<file path="src/rtl/time_keeper.sv">
// Time-of-day and alarm register block: seconds/minutes/hours/day counters plus alarm setpoints, all registered.
// Advance inputs act on the next edge. Optional midnight pulse output is enabled by TIME_KEEPER_MIDNIGHT_PULSE_EN.
module time_keeper #(
  parameter int DIV = 1
) (
  input  logic       Pulse,
  input  logic       Reset,
  input  logic       Timeset,
  input  logic       Alarmset,
  input  logic       Minadv,
  input  logic       Hrsadv,
  input  logic       Dayadv,
  output logic [6:0] tsec,
  output logic [6:0] tmin,
  output logic [6:0] thrs,
  output logic [6:0] tday,
  output logic [6:0] amin,
  output logic [6:0] ahrs,
  output logic [6:0] aday
`ifdef TIME_KEEPER_MIDNIGHT_PULSE_EN
  ,
  output logic       midnight
`endif
);

  localparam logic [15:0] TERM = 16'(DIV - 1);

  logic [15:0] presc;
  logic        tick;

  // >= rather than == so a corrupted value still wraps to 0 on its next increment
  function automatic logic [6:0] inc(input logic [6:0] v, input logic [6:0] lim);
    return (v >= lim) ? 7'd0 : v + 7'd1;
  endfunction

  assign tick = (presc >= TERM);

  always_ff @(posedge Pulse) begin
    if (Reset) begin
      presc <= '0;
      tsec  <= '0;
      tmin  <= '0;
      thrs  <= '0;
      tday  <= '0;
      amin  <= '0;
      ahrs  <= '0;
      aday  <= 7'd7;
    end else if (Timeset) begin
      presc <= '0;
      tsec  <= '0;
      if (Minadv) tmin <= inc(tmin, 7'd59);
      if (Hrsadv) thrs <= inc(thrs, 7'd23);
      if (Dayadv) tday <= inc(tday, 7'd6);
    end else begin
      presc <= tick ? 16'd0 : presc + 16'd1;
      if (tick) begin
        tsec <= inc(tsec, 7'd59);
        if (tsec >= 7'd59) begin
          tmin <= inc(tmin, 7'd59);
          if (tmin >= 7'd59) begin
            thrs <= inc(thrs, 7'd23);
            if (thrs >= 7'd23) tday <= inc(tday, 7'd6);
          end
        end
      end
      // Time keeps running while the alarm is being set
      if (Alarmset) begin
        if (Minadv) amin <= inc(amin, 7'd59);
        if (Hrsadv) ahrs <= inc(ahrs, 7'd23);
        if (Dayadv) aday <= inc(aday, 7'd7);
      end
    end
  end

`ifdef TIME_KEEPER_MIDNIGHT_PULSE_EN
  always_ff @(posedge Pulse) begin
    if (Reset) begin
      midnight <= 1'b0;
    end else begin
      midnight <= !Timeset && tick && (tsec >= 7'd59) && (tmin >= 7'd59) && (thrs >= 7'd23);
    end
  end
`endif

endmodule

</file>
<file path="config.mk">
export PLATFORM = sky130hd
export DESIGN_NAME = time_keeper
export DESIGN_NICKNAME = d
export VERILOG_FILES = /design/src/rtl/time_keeper.sv
export SDC_FILE = /design/constraint.sdc
export NUM_CORES = 1
export LEC_CHECK = 0
export BUFFER_PORTS_ARGS = -buffer_cell sky130_fd_sc_hd__buf_2
export CORE_ASPECT_RATIO = 1.25
export CORE_UTILIZATION = 52
export DETAILED_ROUTE_END_ITERATION = 16
export GPL_ROUTABILITY_DRIVEN = 1
export GPL_TIMING_DRIVEN = 0
export HOLD_SLACK_MARGIN = 0.1
export PLACE_DENSITY_LB_ADDON = 0.1
export SLEW_MARGIN = 20
export SYNTH_ARGS = -nofsm -noshare
export SYNTH_HDL_FRONTEND = slang
export SYNTH_SLANG_ARGS = --single-unit
</file>
<file path="constraint.sdc">
create_clock -name Pulse -period 2.5 [get_ports Pulse]
set_input_delay 0.5 -clock Pulse [delete_from_list [all_inputs] [get_ports Pulse]]
set_output_delay 0.5 -clock Pulse [all_outputs]
set_load 0.05 [all_outputs]
</file>
# Word level (Yosys, flattened, before mapping)
# Cells that the tools add are included.
# op_classes
n_addsub	8
n_mul	0
n_div	0
order_cmp	8
n_eq_ne	3
n_shift	0
n_mux	22
n_bitwise	1
reduce_logical	12
# ops
operator	n
$mux 7	22
$add 7x1->7 const B	7
$ge 7x6->1 const B	3
$add 16x1->16 const B	1
$ge 16x1->1 const B	1
$ge 7x3->1 const B	2
$ge 7x5->1 const B	2
$reduce_and 3->1	4
$reduce_bool 2->1	4
$ne 2x1->1 const B	3
$reduce_and 5->1	1
$reduce_and 4->1	1
$reduce_or 3->1	1
$reduce_or 2->1	1
$not 1->1	1
# word_totals
register_bits	65
latchBits	0
ram_bits	0
mem_bits_ro	0
inputBits	7
output_inout_bits	49
word_cells	62
n_memories	0

# Longest topological paths before layout
# depth
word_depth	7
mapped_depth	7
depth_no_buf	6

# Worst setup path after synthesis
# No wires, ideal clock.
# synth_path
path_kind	reg2reg
start	reg tmin[0]
end	reg thrs[4]
setup_time_ps	86
arrival_time_ps	2108
t_required_ps	2414
setup_slack_ps	307
path_stages_with_launch	7
path_buffers	0
synth_period_minus_slack_ps	2193
path_cell_list	dfxtp_1 > ha_1 > a211o_1 > a41oi_4 > o31ai_2 > a31oi_1 > a211oi_1
# synth_via
elab_chain_len	3
# synth_rtl
element	line_no	rtl
start: declaration	14	output logic [6:0] tmin,
start signal: assignment	51	if (Minadv) tmin <= inc(tmin, 7'd59);
start signal: assignment	59	tmin <= inc(tmin, 7'd59);
$ge 7x6->1	60	if (tmin >= 7'd59) begin
$reduce_bool 2->1 (no line)	--	
$reduce_and 4->1 (no line)	--	
end signal: assignment	52	if (Hrsadv) thrs <= inc(thrs, 7'd23);
end signal: assignment	61	thrs <= inc(thrs, 7'd23);
end: declaration	15	output logic [6:0] thrs,
# Every way passes these cells.
# A chain may end at the register's enable or synchronous reset.

# Final worst setup path
# layout_path
start	reg tmin[0]
end	reg tmin[4]
# layout_via
elab_chain_len	5
elab_cells_between_ends	7
cone_classes	add/sub (1); order compare (1); mux (5)
# layout_rtl
element	line_no	rtl
$add 7x1->7 / $ge 7x6->1 (equally long branches)	33	return (v >= lim) ? 7'd0 : v + 7'd1;
$mux 7 (*)	33	
$mux 7	58	if (tsec >= 7'd59) begin
$mux 7	56	if (tick) begin
$mux 7 (*)	48	end else if (Timeset) begin
# Every way passes the cells marked *; elsewhere a longest branch is shown, timed or not. The select of a mux whose other input is x is not followed.

==> metrics.yaml <==
final_layout:
  drive_gt1_share_pct: 23.9
  finalInstanceArea_um2: 2650
  n_antenna_cell: 0
  fin_cells: 353
  mostFrequentLayoutCells: "buf_2 (55), dfxtp_1 (49), nor2_1 (27), nand2_1 (15), xor2_1 (11)"
  fin_nets: 311
  n_fill_cell: 370
  multi_input_area_um2: 1160
  fin_util_pct: 65.1
  seq_area_um2: 981
  final_common_cell: "buf_2"
  synthToLayoutAreaGrowth_pct: 21.1
grt:
  grt_pass1_wl_um: 6930
  antenna_found_initial: 0
  globalRouteOverflowTotal: 0
  grt_max_degree: 15
  grt_pass1_vias: 1609
  grt_usage_pct: 20.2
yosys:
  synth-edff-count: 0
  synth.avg_cell_area_um2: 9.34
  yosys-top-cells-area: "dfxtp_1 (45%), nor2_1 (4.6%), ha_1 (4.6%), xor2_1 (4.4%), and2_1 (2.9%)"
  syn-instance-count: 234
  syn-cell-area_um2: 2190
  yosys.area.top_type: "dfxtp_1"
  ys_ff_latch: 49
  synth_cell_type_count: 50
  synth.net_count: 249
  synth_warnings: 0
  async_flop_share_pct: 0
  yosysSeqAreaShare_pct: 44.9
  yosysTopAreaCellShare_pct: 44.9
  ys.flop_type: "dfxtp_1"
clock_network:
  root_buffer: "clkbuf_8"
  cts_resized: 0
  clockBufferDepth: 2
  postCtsSetupBuffers: 0
  tritoncts: "yes"
  cts.clk_slew.worst_paths_ns: 0.09
  cts_buffers: 5
  postCtsHoldBufs: 0
  clock-sinks: 49
  worstSkewPairLatency_ns: 0.29
  htreeDepth: 2
drt:
  drc: 0
  dr_wl_met2_um: 2040
  top_layer: "met4"
  drt-met1-wl_um: 2000
  drt_first_iter_violations: 114
  wl_um: 4240
  detailedRoute.firstPassIterationCount: 4
  vias_per_cell: 5.21
  antenna_left: 0
  dr_wl_met3_um: 170
  wl_per_cell_um: 12.0
  via_count: 1840
power_and_ir_drop:
  switchingPower_mw: 0.365
  pwr-share-seq_pct: 53.0
  power.density_nw_per_um2: 578
  p_sw_share_pct: 23.8
  combPwrFrac_pct: 10.0
  power.internal_mw: 1.17
  p_leak_nw: 1.26
  ir_worst_vdd_v: 0.000384
  clkPwrFrac_pct: 37.0
min_path:
  min_path_type: "flop to flop"
placement:
  placed_area_um2: 2530
  place_hpwl_um: 3200
  gp_congestion: 0.738
  dp_cells: 345
  io_buffers: 55
critical_path:
  cpPeakStageDelay_ns: 0.48
  worstPathRequired_ns: 2.70
  path_max_fanout: 6
  crit_family: "compound AO/OA/AOI/OAI gates"
  crit_buf_inv: 0
  critPathKind: "flop to flop"
  start_kind: "flop"
  end_kind: "flop"
  cp.arrival_ns: 2.29
  cp_cell_sequence: "ha_1, a211o_1, a41oi_4, o211ai_2, or4_1, o31ai_1"
  cp_slowest_cell: "or4_1"
timing:
  fin_crit_ns: 2.09
  setup_viol: 0
  worst_pin_slew_ns: 0.637
  period_share_pct: 83.5
  drv_slew: 0
  fin_skew_ns: 0.00848
  slew_headroom_pct: 57.3
  setup_tns_ns: 0
  fmax_mhz: 479
  hold_violations: 0
  rsz0062_at_grt: "false"
die:
  initial_utilization_pct: 53.8
  die-area_um2: 4470
  die_x_um: 60.0
  fp.coreArea_um2: 4070
  dieHeight_um: 74.5
  pin_count: 56
  fp-row-count: 26
run_status:
  outcome: "completed"
job:
  cap_violations: 0
==> per-stage QoR <==
| stage | power [mW] | setup slack (ns) | hold WS (ns) |
|---|---|---|---|
| finish | 1.53 | 0.412 | 0.483 |
| global route | 1.60 | 0.250 | 0.509 |
| CTS | 1.55 | 0.401 | 0.489 |
| detailed placement | 0.983 | 0.416 | 0.462 |
| global placement | 0.980 | 0.440 | 0.459 |
| floorplan | 0.944 | 0.307 | 0.677 |
==> Yosys cell counts, drive strengths merged, types with 3 or more instances <==
cell    number
dfxtp       49
nor2        27
nand2       15
xor2        11
a21oi       10
and2        10
ha           8
nand3        7
clkbuf       6
inv          6
o21ai        6
nand4        5
a211o        4
a21o         4
nor3b        4
o31ai        4
xnor2        4
a31oi        3
a41o         3
and3         3
nand2b       3
nor2b        3
nor3         3
or2          3
or4          3
==> logic make-up after synthesis <==
group,after synthesis,share of synthesized area [%]
muxes,4,1.95
and+or+nand+nor,95,23.0
buffers and inverters,13,2.23
DFF,49,44.9
AOI/OAI and AO/OA,49,17.2
adders and majority gates,8,4.58
other,1,0.172
xor gates and xnor gates,15,6.01
==> flip-flops by register name, summed over array words and instances (netlist names) <==
signal  cells
aday        7
ahrs        7
amin        7
tday        7
thrs        7
tmin        7
tsec        7
==> power by group through the flow <==
stage               Clock, mW  Sequential [mW]  Combinational (mW)
floorplan                   0            0.876              0.0688
global placement            0            0.829               0.151
detailed placement          0            0.830               0.153
CTS                     0.584            0.811               0.155
global route            0.617            0.815               0.168
finish                  0.566            0.811               0.153
==> path summary, 6_finish.rpt <==
kind,from,endpoint,slack [ns],cells after the start
worst min register to register,tday[5],tday[5],0.48,1
worst max register to register,tmin[0],tmin[4],0.41,6
worst max-delay path,tmin[0],tmin[4],0.41,6
worst min-delay path,tday[5],tday[5],0.48,1
==> metal layers <==
metal	global-route usage (%)	up-vias
met5	0	-
met4	6.20	0
met3	5.22	2
met2	33.7	37
met1	25.5	837
li1	-	964
==> cell type report <==
type	instances	share of cell area, %
buffer	7	0.992
clock buffer	7	3.26
clock inverter	1	1.13
inverter	6	0.851
multi-input combinational	172	43.7
sequential	49	37.1
tap	56	2.65
timing repair buffer	55	10.4
(Power assumes the default switching activity.)
